[src/rtl/crossbar_pkg.sv]
// Shared crossbar widths, command encodings and the slave-port FSM state type.
package crossbar_pkg;
  localparam int ADDR_W = 32;
  localparam int DATA_W = 32;

  localparam logic CMD_WRITE = 1'b1;
  localparam logic CMD_READ  = 1'b0;

  typedef enum logic [1:0] {IDLE, ISSUE, WAIT, DONE} arb_state_t;
endpackage

[src/rtl/slave_port_arbiter_rr_arb2.sv]
// Combinational two-way round-robin: a lone requester wins, a tie goes to the
// master that did not win last.
module rr_arb2 (
  input  logic [1:0] req,
  input  logic       last,
  output logic       gnt_valid,
  output logic       gnt_idx
);
  assign gnt_valid = |req;
  assign gnt_idx   = (req == 2'b11) ? ~last : req[1];
endmodule

[src/rtl/slave_port_arbiter.sv]
// Slave-side crossbar port: arbitrates two masters onto one slave, issues a
// single-cycle request and routes the completion (or a timeout error) back.
module slave_port_arbiter
  import crossbar_pkg::*;
#(
  parameter logic SLAVE_ID = 1'b0,
  parameter int   TIMEOUT  = 8
) (
  input  logic              clk,
  input  logic              rst_n,
  input  logic              m0_req,
  input  logic              m0_cmd,
  input  logic [ADDR_W-1:0] m0_addr,
  input  logic [DATA_W-1:0] m0_wdata,
  output logic              m0_ack,
  output logic              m0_resp,
  output logic              m0_err,
  output logic [DATA_W-1:0] m0_rdata,
  input  logic              m1_req,
  input  logic              m1_cmd,
  input  logic [ADDR_W-1:0] m1_addr,
  input  logic [DATA_W-1:0] m1_wdata,
  output logic              m1_ack,
  output logic              m1_resp,
  output logic              m1_err,
  output logic [DATA_W-1:0] m1_rdata,
  output logic              s_req,
  output logic              s_cmd,
  output logic [ADDR_W-2:0] s_addr,
  output logic [DATA_W-1:0] s_wdata,
  input  logic              s_ack,
  input  logic              s_resp,
  input  logic [DATA_W-1:0] s_rdata
);
  localparam int CNT_W = $clog2(TIMEOUT);

  arb_state_t        state;
  logic              g;
  logic              last_grant;
  logic [CNT_W-1:0]  cnt;
  logic [1:0]        elig;
  logic              gnt_valid;
  logic              gnt_idx;
  logic              timed_out;
  logic [1:0]        m_ack;
  logic [1:0]        m_resp;
  logic [1:0]        m_err;
  logic [DATA_W-1:0] m_rdata [2];

  assign elig[0]   = m0_req && (m0_addr[ADDR_W-1] == SLAVE_ID);
  assign elig[1]   = m1_req && (m1_addr[ADDR_W-1] == SLAVE_ID);
  assign timed_out = (cnt == CNT_W'(TIMEOUT - 1));

  rr_arb2 u_rr (
    .req       (elig),
    .last      (last_grant),
    .gnt_valid (gnt_valid),
    .gnt_idx   (gnt_idx)
  );

  always_ff @(posedge clk or negedge rst_n) begin
    if (!rst_n) begin
      state      <= IDLE;
      g          <= 1'b0;
      last_grant <= 1'b1;
      cnt        <= '0;
      s_req      <= 1'b0;
      s_cmd      <= CMD_READ;
      s_addr     <= '0;
      s_wdata    <= '0;
      m_ack      <= '0;
      m_resp     <= '0;
      m_err      <= '0;
      m_rdata[0] <= '0;
      m_rdata[1] <= '0;
    end else begin
      case (state)
        IDLE: if (gnt_valid) begin
          g       <= gnt_idx;
          s_req   <= 1'b1;
          s_cmd   <= gnt_idx ? m1_cmd : m0_cmd;
          s_addr  <= gnt_idx ? m1_addr[ADDR_W-2:0] : m0_addr[ADDR_W-2:0];
          s_wdata <= gnt_idx ? m1_wdata : m0_wdata;
          state   <= ISSUE;
        end
        ISSUE: begin
          s_req <= 1'b0;
          cnt   <= '0;
          state <= WAIT;
        end
        // A real ack takes priority over a timeout landing in the same cycle.
        WAIT: if (s_ack || timed_out) begin
          m_ack[g]   <= 1'b1;
          m_resp[g]  <= s_ack & s_resp;
          m_err[g]   <= ~s_ack;
          m_rdata[g] <= s_ack ? s_rdata : '0;
          last_grant <= g;
          state      <= DONE;
        end else begin
          cnt <= cnt + 1'b1;
        end
        // Guard cycle: the winner drops its req here, so requests are not sampled.
        DONE: begin
          m_ack  <= '0;
          m_resp <= '0;
          m_err  <= '0;
          state  <= IDLE;
        end
        default: state <= IDLE;
      endcase
    end
  end

  assign m0_ack   = m_ack[0];
  assign m0_resp  = m_resp[0];
  assign m0_err   = m_err[0];
  assign m0_rdata = m_rdata[0];
  assign m1_ack   = m_ack[1];
  assign m1_resp  = m_resp[1];
  assign m1_err   = m_err[1];
  assign m1_rdata = m_rdata[1];
endmodule

[config.mk]
export PLATFORM = sky130hd
export DESIGN_NAME = slave_port_arbiter
export DESIGN_NICKNAME = d
export VERILOG_FILES = /design/src/rtl/crossbar_pkg.sv /design/src/rtl/slave_port_arbiter_rr_arb2.sv /design/src/rtl/slave_port_arbiter.sv
export SDC_FILE = /design/constraint.sdc
export NUM_CORES = 1
export LEC_CHECK = 0
export BUFFER_PORTS_ARGS = -buffer_cell sky130_fd_sc_hd__buf_2
export CORE_MARGIN = 2
export CORE_UTILIZATION = 40
export DETAILED_ROUTE_END_ITERATION = 8
export PLACE_DENSITY = 0.76
export SETUP_SLACK_MARGIN = 0.4
export SLEW_MARGIN = 20
export SYNTH_ARGS = -nofsm -noshare
export SYNTH_HDL_FRONTEND = slang
export SYNTH_SLANG_ARGS = --single-unit
export TNS_END_PERCENT = 50
[constraint.sdc]
create_clock -name clk -period 2.1 [get_ports clk]
set_input_delay 0.525 -clock clk [delete_from_list [all_inputs] [get_ports clk]]
set_output_delay 0.525 -clock clk [all_outputs]
set_load 0.05 [all_outputs]
Yosys cells after proc, flatten, opt, wreduce, memory -nomap -nowiden

Cells that the tools add are included.

Add/sub/neg operators: 1
Magnitude comparators: 4
Equal/unequal tests: 8
Mux-type cells: 25
Bitwise gates (word level): 7
Reduce and logical (&&, ||, !) cells: 16

Operators by type and width:

| kind                                                     | count |
|---|---|
| two-way mux 32 bit                                       | 3 |
| bitwise mux 64 bit                                       | 1 |
| demux 32 bit (select 1 bit)                              | 1 |
| two-way mux 31 bit                                       | 1 |
| case mux 2 bit (2 select lines)                          | 3 |
| AND reduction 2 bit                                      | 6 |
| two-way mux 2 bit                                        | 5 |
| case mux 2 bit (4 select lines)                          | 1 |
| == test 2 bit, second input constant                     | 3 |
| inequality test 2 bit, second input constant             | 3 |
| case mux 3 bit (2 select lines)                          | 1 |
| nonzero test 2 bit                                       | 3 |
| bitwise mux 2 bit                                        | 2 |
| logical AND 1 bit                                        | 4 |
| two-way mux 1 bit                                        | 4 |
| inverter 1 bit                                           | 4 |
| adder 3 x 1 -> 3 bit, second input constant              | 1 |
| == test 3 bit, second input constant                     | 1 |
| two-way mux 3 bit                                        | 1 |
| == test 2 x 1 -> 1 bit, second input constant            | 1 |
| greater-or-equal comparator 2 bit, second input constant | 1 |
| logical NOT 2 bit                                        | 1 |
| < comparator 1 x 2 -> 1 bit, second input constant       | 1 |
| < comparator 2 x 1 -> 1 bit, second input constant       | 1 |
| 8 further kinds                                          | 8 |

Register bits after elaboration: 142
Output and inout port bits: 135
Logic and storage cells: 74

Longest topological paths before layout

Gate-level depths: netlist of run 1.

Word-level depth: 7
Gate-level depth with buffers: 7
Mapped depth without buffers: 5

By module

From an unflattened synthesis of run 1, not the netlist that was laid out.

Cells, all modules: 595
Area total of the unflattened synthesis: 6147.1 µm²

Modules (own cells, without submodules):

| module             | instances | cells an instance | area each (µm²) | sequential area each (µm²) |
|---|---|---|---|---|
| slave_port_arbiter | 1         | 593               | 6133.4          | 3554.7 |
| rr_arb2            | 1         | 2                 | 13.8            | 0.0 |

Worst setup path after synthesis of run 1

Ideal clock, no wire load.

Kind: flip-flop to flip-flop
From: register cnt[0]
To: register state[1]
Library setup time: 0.128 ns
Arrival time: 1.499 ns
Data required time: 1.972 ns
Path slack: 0.473 ns
Stages on the path, launching flop included: 7
Buffers on the path: 1
Period minus slack after synthesis: 1.627 ns
Cells stage by stage: dfrtp_1 -> ha_1 -> ha_1 -> nor2_2 -> buf_4 -> a32oi_1 -> mux2_1

Longest elaborated chain between the ends: 4

RTL lines:

| element                         | RTL line                  | RTL |
|---|---|---|
| start: declaration              | slave_port_arbiter.sv:40  | `logic [CNT_W-1:0] cnt;` |
| start signal: assignment        | slave_port_arbiter.sv:100 | `cnt <= cnt + 1'b1;` |
| == test 3 bit                   | slave_port_arbiter.sv:52  | `assign timed_out = (cnt == CNT_W'(TIMEOUT - 1));` |
| logical OR 1 bit                | slave_port_arbiter.sv:92  | `WAIT: if (s_ack \|\| timed_out) begin` |
| inequality test 2 bit (no line) | -                         |  |
| AND reduction 2 bit (no line)   | -                         |  |
| end signal: assignment          | slave_port_arbiter.sv:63  | `state <= IDLE;` |
| end signal: assignment          | slave_port_arbiter.sv:89  | `state <= WAIT;` |
| end signal: assignment          | slave_port_arbiter.sv:98  | `state <= DONE;` |
| end: declaration                | slave_port_arbiter.sv:37  | `arb_state_t state;` |

No other way between the ends.
A chain may end at the register's enable or synchronous reset.

Final worst setup path of run 1

From: register state[0]
To: register s_wdata[26]

Longest elaborated chain between the ends: 2

RTL lines:

| element                       | RTL line                 | RTL |
|---|---|---|
| start signal: assignment      | slave_port_arbiter.sv:63 |  |
| start signal: assignment      | slave_port_arbiter.sv:84 | `state <= ISSUE;` |
| start signal: assignment      | slave_port_arbiter.sv:89 |  |
| logical NOT 2 bit             | slave_port_arbiter.sv:77 | `case (state)` |
| AND reduction 2 bit (no line) | -                        |  |
| end signal: assignment        | slave_port_arbiter.sv:83 | `s_wdata <= gnt_idx ? m1_wdata : m0_wdata;` |
| end: declaration              | slave_port_arbiter.sv:30 | `output logic [DATA_W-1:0] s_wdata,` |

No other way between the ends.

==> impl_metrics.yaml, run 1 <==
routing:
  wl_per_cell_um: 17.8
  drt.antenna.violating_nets: 0
  avgViaCountPerCell: 5.57
  wl_mm: 22.9
  routed-via-count: 7164
  dr.first_iter.drc_count: 584
  drt_pass1_iterations: 6
  drc: 0
floorplanning:
  pin_count: 303
  die_h_um: 140
  start_util: 0.410
  die_area_um2: 19700
  rows: 49
  core_um2: 18100
  die_x_um: 140
pwr:
  p_per_area_nw_per_um2: 1650
  power_frac_clock: 0.198
  sw_frac_of_total: 0.501
  p_sw_w: 0.00825
  leakagePower_nw: 5.17
  p_comb_frac: 0.521
  p_int_w: 0.00820
  peakVddDrop_mv: 0.696
  p_seq_frac: 0.281
yosys:
  ys_ff_latch: 142
  netlist_instances: 769
  yosys_most_used_dff: "dfrtp_1"
  synth_edf_count: 0
  async_flop_share: 1.00
  syn_area_um2: 7420
  yosys_warnings: 0
  synth_cell_type_count: 41
  syn_avg_cell_area_um2: 9.65
  syn_nets: 943
  ys_seq_area_frac: 0.479
placement:
  pre_cts_ws_ns: 0.110
  dp.cells: 1248
  port_buffers: 302
  gp_congestion: 0.835
  dp_hpwl_mm: 15.5
final_layout:
  diodes: 0
  area_growth_syn_to_layout_pct: 34.5
  layout.nets: 1220
  final_cells: 1287
  layout-drive-gt1-share: 0.390
timing:
  final.setup.worst_slack_ns: 0.421
  setup_viol_count_final: 0
  rsz0062_at_grt: "yes"
  worst_clock_skew_ns: 0.00724
  tns_ns: 0
  post-route-period-util: 0.799
  hold_violations: 0
  slew_headroom: 0.703
  final_max_slew_viol_count: 0
  max_freq_mhz: 596
  finalCriticalPeriod_ns: 1.68
  worst_pin_slew_ns: 0.446
worst_setup_path:
  path_cells: "inv_1 > ha_2 > inv_2 > buf_4 > a221oi_1 > a22oi_1"
  arrival_ns: 1.96
  end_kind: "flip-flop"
  critPathRequiredTime_ns: 2.39
  critPathMaxFanout: 21
  r2r_start: "state[0]"
  path_class: "flip-flop to flip-flop"
  reg2reg_to: "s_wdata[26]"
  start_kind: "flip-flop"
  slowest_delay_ns: 0.42
  cp_slowest_cell: "dfrtp_1"
  reg2reg_slack_ns: 0.42
  reg2reg_depth: 6
outcome:
  status: "complete, no violations"
global_routing:
  grt_pass1_wl_mm: 35.4
  overflow: 0
  grt_max_degree: 64
  first_global_vias: 7004
  gr-usage-all-layers: 0.224
  antenna_found_initial: 1
cts:
  insertion_delay_ns: 0.42
  clk_pin_slew_worst_paths_ns: 0.06
  cts_hold_buf: 0
  clockBufferDepth: 2
  htree_levels: 4
  cts_tree: "yes"
  cts-root-buf: "clkbuf_16"
  cts_sinks: 142
  cts_made_buffers: 17
worst_hold_path:
  min_path_type: "input port to async pin"
job:
  maxCapViolCount: 0
## placed cells by master (no fill, tap or decap), types with 8 or more instances in the layout
| cell type | n |
|---|---|
| and3b_1 | 64 |
| a221oi_2 | 24 |
| clkbuf_16 | 18 |
| buf_4 | 27 |
| buf_12 | 10 |
| a221oi_1 | 40 |
| o21ai_1 | 8 |
| dfrtp_1 | 141 |
| buf_2 | 301 |
| a22oi_1 | 63 |
| nand2_1 | 68 |
| inv_1 | 70 |
| o21ai_0 | 158 |
## power by group through the flow
stage / Combinational (W) / Clock [W] / Sequential [W]
floorplan: 0.00235 / 0 / 0.00851
global placement: 0.00827 / 0 / 0.00460
detailed placement: 0.00840 / 0 / 0.00462
CTS: 0.00845 / 0.00331 / 0.00461
global route: 0.00906 / 0.00342 / 0.00474
finish: 0.00857 / 0.00327 / 0.00462
## worst max-delay path by stage
stage,from,end,depth (start not counted)
3_5_place_dp,cnt[0],m1_rdata[5],5
5_1_grt,state[0],s_wdata[23],6
6_report,state[0],s_wdata[26],6
3_3_place_gp,cnt[0],m1_rdata[20],5
4_1_cts,state[0],s_addr[3],6
2_1_floorplan,cnt[0],state[1],6
## worst max-delay path, delay by kind of cell, from the launching register on
family | cells | cell delay [ns]
buffers and inverters | 3 | 0.44
DFF | 1 | 0.42
AOI/OAI and AO/OA | 2 | 0.41
adders and majority gates | 1 | 0.27
## sequential cells by signal, summed over array words and instances, names as in the netlist, 2 cells and up
register / cells
m0_rdata: 32
m1_rdata: 32
s_wdata: 32
s_addr: 31
cnt: 3
m_ack: 2
m_err: 2
m_resp: 2
state: 2
## metal layers
layer / share of wire / wire, um / vias up / GRT usage
li1: - / - / 3328 / -
met1: 0.42 / 9550 / 3455 / 0.289
met2: 0.49 / 11200 / 322 / 0.370
met3: 0.059 / 1350 / 57 / 0.0403
met4: 0.033 / 752 / 2 / 0.0989
met5: 0.00057 / 13 / - / 0
## synth_stat cells, types with 3 or more instances
library cell  count  area (um2)
a22oi_1          63         473
a221oi_1         50         438
inv_1            71         267
a32o_1            3        30.0
o21ai_0         158         791
o21ai_1           9        45.0
ha_1              6        75.1
nor2b_1           3        18.8
clkbuf_1         29         109
dfrtp_1         141        3530
nand2b_1          3        18.8
buf_4             7        52.6
nand2_1          68         255
buf_2            40         200
nand3_1           4        20.0
and3b_1          65         569
buf_6             8        90.1
a221oi_2         14         210
## logic make-up (layout without fill, tap and decap cells)
| group | count (synthesis) | in the layout | synth area share |
|---|---|---|---|
| multiplexers | 3 | 3 | 0.00421 |
| AO/OA/AOI/OAI | 308 | 308 | 0.280 |
| adder cells (fa/ha/maj) | 6 | 6 | 0.0101 |
| XOR/XNOR | 1 | 1 | 0.00118 |
| flip-flops | 142 | 142 | 0.479 |
| AND/OR/NAND/NOR | 152 | 153 | 0.128 |
| buffers and inverters | 157 | 445 | 0.0978 |
## area by class of cell
class | count | area (um2)
fillers | 1612 | 8100
flip-flops and latches | 142 | 3550
multi-input cells | 471 | 3260
repair buffers | 343 | 1980
clock buffers | 22 | 474
well taps | 229 | 287
inverters | 71 | 267
clock inverters | 9 | 158
## timing repair
action                                  in CTS  in global routing
setup buffers                                2                  4
resized for setup                            6                 20
pin swaps                                    1                  2
cloned                                       1                  1
endpoints found under the setup margin      91                116
## metrics by stage
step / total power [W] / hold slack, ns / cell area (um2) / utilization
after global placement: 0.0129 / 0.457 / 9140 / 0.505
after detailed placement: 0.0130 / 0.465 / 9140 / 0.505
final: 0.0165 / 0.0125 / 9980 / 0.552
after floorplan: 0.0109 / 0.229 / 7420 / -
after global routing: 0.0172 / 0.0293 / 9980 / 0.552
after CTS: 0.0164 / 0.0156 / 9810 / 0.542
No activity file was read; power rests on OpenSTA's default activity.
==> run 2: changes to the inputs <==
--- a/config.mk
+++ b/config.mk
@@ -9,7 +9,7 @@
 export CORE_MARGIN = 2
 export CORE_UTILIZATION = 40
 export DETAILED_ROUTE_END_ITERATION = 8
-export PLACE_DENSITY = 0.76
+export PLACE_DENSITY = 0.79
 export SETUP_SLACK_MARGIN = 0.4
 export SLEW_MARGIN = 20
 export SYNTH_ARGS = -nofsm -noshare
==> constraint.sdc (replaced) <==
create_clock -name clk -period 1.5 [get_ports clk]
set_input_delay 0.375 -clock clk [delete_from_list [all_inputs] [get_ports clk]]
set_output_delay 0.375 -clock clk [all_outputs]
set_load 0.05 [all_outputs]
==> impl_metrics.yaml, run 2 (synthesis results as in run 1) <==
outcome:
  status: "finished with violations"
  violations: "negative setup slack"
routing:
  wl_mm: 35.0
  wl_per_cell_um: 25.0
  dr.first_iter.drc_count: 670
  drt_pass1_iterations: 7
  drc: 0
  avgViaCountPerCell: 6.20
  drt.antenna.violating_nets: 0
  routed-via-count: 8667
timing:
  post-route-period-util: 1.08
  slew_headroom: 0.763
  final.setup.worst_slack_ns: -0.124
  rsz0062_at_grt: "yes"
  worst_pin_slew_ns: 0.355
  worst_clock_skew_ns: 0.0107
  setup_viol_count_final: 123
  holdWs_ns: 0.200
  max_freq_mhz: 616
  final_max_slew_viol_count: 0
  finalCriticalPeriod_ns: 1.62
  hold_violations: 0
floorplanning:
  core_um2: 18100
  die_h_um: 140
  rows: 49
  die_area_um2: 19700
  start_util: 0.410
  pin_count: 303
  die_x_um: 140
worst_setup_path:
  path_cells: "ha_2 > ha_4 > o211ai_1 > buf_4 > buf_4 > clkbuf_16 > nand2_1 > o21ai_0"
  r2r_start: "cnt[1]"
  start_kind: "flip-flop"
  critPathMaxFanout: 6
  path_buf_inv: 3
  crit_top_cell: "buf_4"
  end_kind: "flip-flop"
  reg2reg_to: "m1_rdata[10]"
  path_delay_family: "buffers and inverters"
  reg2reg_depth: 8
  slowest_delay_ns: 0.39
  path_class: "flip-flop to flip-flop"
  critPathRequiredTime_ns: 1.84
  cp_slowest_cell: "dfrtp_1"
  arrival_ns: 1.97
  reg2reg_slack_ns: -0.12
cts:
  clk_pin_slew_worst_paths_ns: 0.08
  clockBufferDepth: 2
  cts_sinks: 142
  cts-root-buf: "clkbuf_16"
  cts_made_buffers: 17
  htree_levels: 4
  cts_tree: "yes"
  insertion_delay_ns: 0.43
placement:
  dp_hpwl_mm: 16.7
  dp.cells: 1278
  port_buffers: 302
  gp_congestion: 0.826
worst_hold_path:
  hold_path_depth: 3
  min_from: "m0_wdata[10]"
  worstHoldEndpoint: "s_wdata[10]"
  min_path_type: "input port to flip-flop"
global_routing:
  grt_pass1_wl_mm: 47.9
  grt_max_degree: 44
  met3_usage: 0.0803
  grt_use_met2: 0.527
  first_global_vias: 8619
  grt_busiest_layer: "met2"
  overflow: 0
  use_met1: 0.372
  antenna_found_initial: 3
  gr-usage-all-layers: 0.314
final_layout:
  mostFrequentLayoutCells: "buf_2 (194), dfrtp_1 (140), buf_6 (126)"
  area_growth_syn_to_layout_pct: 82.9
  layout-drive-gt1-share: 0.576
  final_common_cell: "buf_2"
  final_cells: 1397
  layout.nets: 1327
job:
  maxCapViolCount: 0
pwr:
  leakagePower_nw: 6.56
  peakVddDrop_mv: 1.37
  p_per_area_nw_per_um2: 2220
  finalPower_w: 0.0302
## run 2: power breakdown
group	internal, W	switching (W)
Combinational	0.00744	0.0113
Clock	0.00228	0.00217
Sequential	0.00551	0.00141
Total	0.0152	0.0149
## run 2: cell type report
class	count	area, um2
fill	1045	4510
multi-input combinational	470	4420
timing repair buffer	450	4410
sequential	142	3560
clock buffer	17	425
tap	229	287
inverter	71	279
clock inverter	15	188
timing repair inverter	1	8.76
antenna	2	5.00
## run 2: worst max path at each step
| stage | start | to | cells past startpoint |
|---|---|---|---|
| 2_1_floorplan | cnt[0] | m1_rdata[22] | 7 |
| 3_3_place_gp | cnt[0] | cnt[1] | 5 |
| 3_5_place_dp | m0_addr[31] | s_addr[12] | 5 |
| 4_1_cts | cnt[0] | m1_rdata[9] | 7 |
| 5_1_grt | cnt[1] | m1_rdata[11] | 8 |
| 6_report | cnt[1] | m1_rdata[10] | 8 |
## run 2: repair_timing
action | 4_1_cts | 5_1_grt
hold endpoints to repair | 28 | 0
endpoints found under the setup margin | 277 | 277
pin swaps | 60 | 45
hold buffers | 1 | 0
buffers inserted | 43 | 6
resized for setup | 296 | 272
gates cloned | 26 | 9
## run 2: metal layers
layer  part of all wire  routed length (um)  up-vias
li1                   -                   -     3597
met1               0.35               12200     4206
met2               0.49               17100      645
met3              0.094                3300      217
met4              0.069                2430        2
met5            0.00037                  13        -
## run 2: metrics by stage
step	util	TNS (ns)	setup slack (ns)	instance area, um2
3_5_place_dp	0.536	-4.51	-0.104	9700
6_report	0.750	-7.63	-0.124	13600
5_1_grt	0.750	-15.65	-0.203	13600
4_1_cts	0.687	-4.05	-0.112	12400
3_3_place_gp	0.536	-0.478	-0.0909	9700
2_1_floorplan	-	-0.230	-0.00894	7670
## run 2: worst reg2reg max path: cells and delay by family, from the launching register on
family                   cells  cell delay (ns)
flip-flops                   1             0.39
AND/OR/NAND/NOR              1             0.06
AO/OA/AOI/OAI                2             0.24
buffers and inverters        3             0.49
adder cells (fa/ha/maj)      2             0.38
==> run 3: changes to the inputs <==
--- a/config.mk
+++ b/config.mk
@@ -7,9 +7,9 @@
 export LEC_CHECK = 0
 export BUFFER_PORTS_ARGS = -buffer_cell sky130_fd_sc_hd__buf_2
 export CORE_MARGIN = 2
-export CORE_UTILIZATION = 40
+export CORE_UTILIZATION = 35
 export DETAILED_ROUTE_END_ITERATION = 8
-export PLACE_DENSITY = 0.79
+export PLACE_DENSITY = 0.72
 export SETUP_SLACK_MARGIN = 0.4
 export SLEW_MARGIN = 20
 export SYNTH_ARGS = -nofsm -noshare
==> impl_metrics.yaml, run 3 (synthesis results as in run 1) <==
outcome:
  status: "finished with violations"
  violations: "negative setup slack"
routing:
  drt.antenna.violating_nets: 0
  routed-via-count: 7538
  drc: 0
  wl_mm: 26.9
  wl_per_cell_um: 19.4
  avgViaCountPerCell: 5.42
  drt_pass1_iterations: 5
  dr.first_iter.drc_count: 392
pwr:
  p_comb_frac: 0.585
  leakagePower_nw: 5.97
  power_frac_clock: 0.164
  sw_frac_of_total: 0.499
  p_per_area_nw_per_um2: 2190
  p_sw_w: 0.0133
  finalPower_w: 0.0266
  p_int_w: 0.0133
  peakVddDrop_mv: 1.40
  p_seq_frac: 0.251
timing:
  slew_headroom: 0.730
  setup_viol_count_final: 86
  worst_clock_skew_ns: 0.0137
  finalCriticalPeriod_ns: 1.62
  final.setup.worst_slack_ns: -0.119
  final_max_slew_viol_count: 0
  worst_pin_slew_ns: 0.404
  hold_violations: 0
  post-route-period-util: 1.08
  max_freq_mhz: 618
  rsz0062_at_grt: "yes"
cts:
  cts_made_buffers: 17
  clockBufferDepth: 2
  insertion_delay_ns: 0.42
  htree_levels: 4
  cts-root-buf: "clkbuf_16"
  cts_sinks: 142
  clk_pin_slew_worst_paths_ns: 0.08
  cts_tree: "yes"
final_layout:
  area_growth_syn_to_layout_pct: 63.1
  final_common_cell: "buf_2"
  layout-drive-gt1-share: 0.529
  layout.nets: 1275
  mostFrequentLayoutCells: "buf_2 (227), dfrtp_1 (140), buf_6 (75)"
  utilization: 0.580
worst_setup_path:
  start_kind: "flip-flop"
  end_kind: "flip-flop"
  critPathMaxFanout: 7
  path_class: "flip-flop to flip-flop"
  arrival_ns: 1.97
  critPathRequiredTime_ns: 1.85
floorplanning:
  die_x_um: 150
  rows: 53
  pin_count: 303
  die_area_um2: 22400
  core_um2: 20900
  die_h_um: 150
  start_util: 0.355
worst_hold_path:
  min_path_type: "input port to flip-flop"
global_routing:
  grt_pass1_wl_mm: 38.1
  overflow: 0
  antenna_found_initial: 2
  first_global_vias: 7244
  grt_max_degree: 63
  gr-usage-all-layers: 0.215
placement:
  gp_congestion: 0.825
  dp_hpwl_mm: 16.6
  port_buffers: 302
job:
  maxCapViolCount: 0
[run 3: changes by cell type in the layout (fill, tap and decap cells not counted), sizes merged]
cell | before | now
inv | 81 | 77
clkbuf | 30 | 33
diode | 2 | 1
clkinv | 5 | 9
buf | 436 | 382
clkinvlp | 1 | 0
[run 3: power by group through the flow]
stage	Clock [W]	Combinational, W	Sequential (W)
final	0.00436	0.0155	0.00667
after global routing	0.00462	0.0164	0.00684
after CTS	0.00443	0.0137	0.00646
after detailed placement	0	0.0125	0.00644
after global placement	0	0.0123	0.00640
after floorplan	0	0.00367	0.0119
[run 3: repair_timing]
item	4_1_cts	5_1_grt
buffers inserted	13	6
hold buffers	1	0
gates cloned	6	13
pin swaps	15	53
endpoints found under the hold margin	15	0
setup endpoints to repair	277	277
gates resized for setup	147	277
[run 3: worst max-delay path, stage by stage (launching register included)]
cell and delay, ns:
dfrtp_1 0.39, ha_2 0.20, ha_4 0.18, o211ai_1 0.26, buf_6 0.22, clkbuf_16 0.18
nand2_2 0.05, o21ai_1 0.06
[run 3: path summary, 6_finish.rpt]
| path | start | endpoint | slack, ns | cells past startpoint |
|---|---|---|---|---|
| min reg2reg | m1_rdata[20] | m1_rdata[20] | 0.49 | 2 |
| max | cnt[0] | m1_rdata[24] | -0.12 | 7 |
| min in group asynchronous | rst_n | s_wdata[24] | 0.39 | 2 |
| max reg2reg | cnt[0] | m1_rdata[24] | -0.12 | 7 |
| max in group asynchronous | rst_n | m0_rdata[31] | 0.55 | 3 |
| min | m0_addr[0] | s_addr[0] | 0.20 | 3 |
[run 3: routing by layer]
layer  vias up  share of wire  GRT usage
li1       3478              -          -
met1      3707           0.40      0.265
met2       304           0.50      0.367
met3        47          0.069     0.0540
met4         2          0.026     0.0738
met5         -        0.00026          0
[run 3: through the flow]
step                cells  hold WS (ns)  instance area [um2]  setup TNS, ns  setup slack (ns)
finish               1390         0.204                12100          -5.11            -0.119
global route         1390         0.191                12100         -13.43            -0.192
CTS                  1370         0.192                11000          -1.12           -0.0459
detailed placement   1318         0.267                 9720          -2.41            -0.149
global placement     1318         0.263                 9720         -0.862            -0.150
floorplan             769        0.0794                 7670         -0.230          -0.00894
[run 3: final cells by class]
class | count | area (um2)
flip-flops and latches | 142 | 3560
inverters | 71 | 272
multi-input cells | 470 | 3950
well taps | 275 | 344
clock inverters | 15 | 194
repair buffers | 399 | 3370
fillers | 1730 | 8780
diodes | 1 | 2.50
clock buffers | 17 | 425
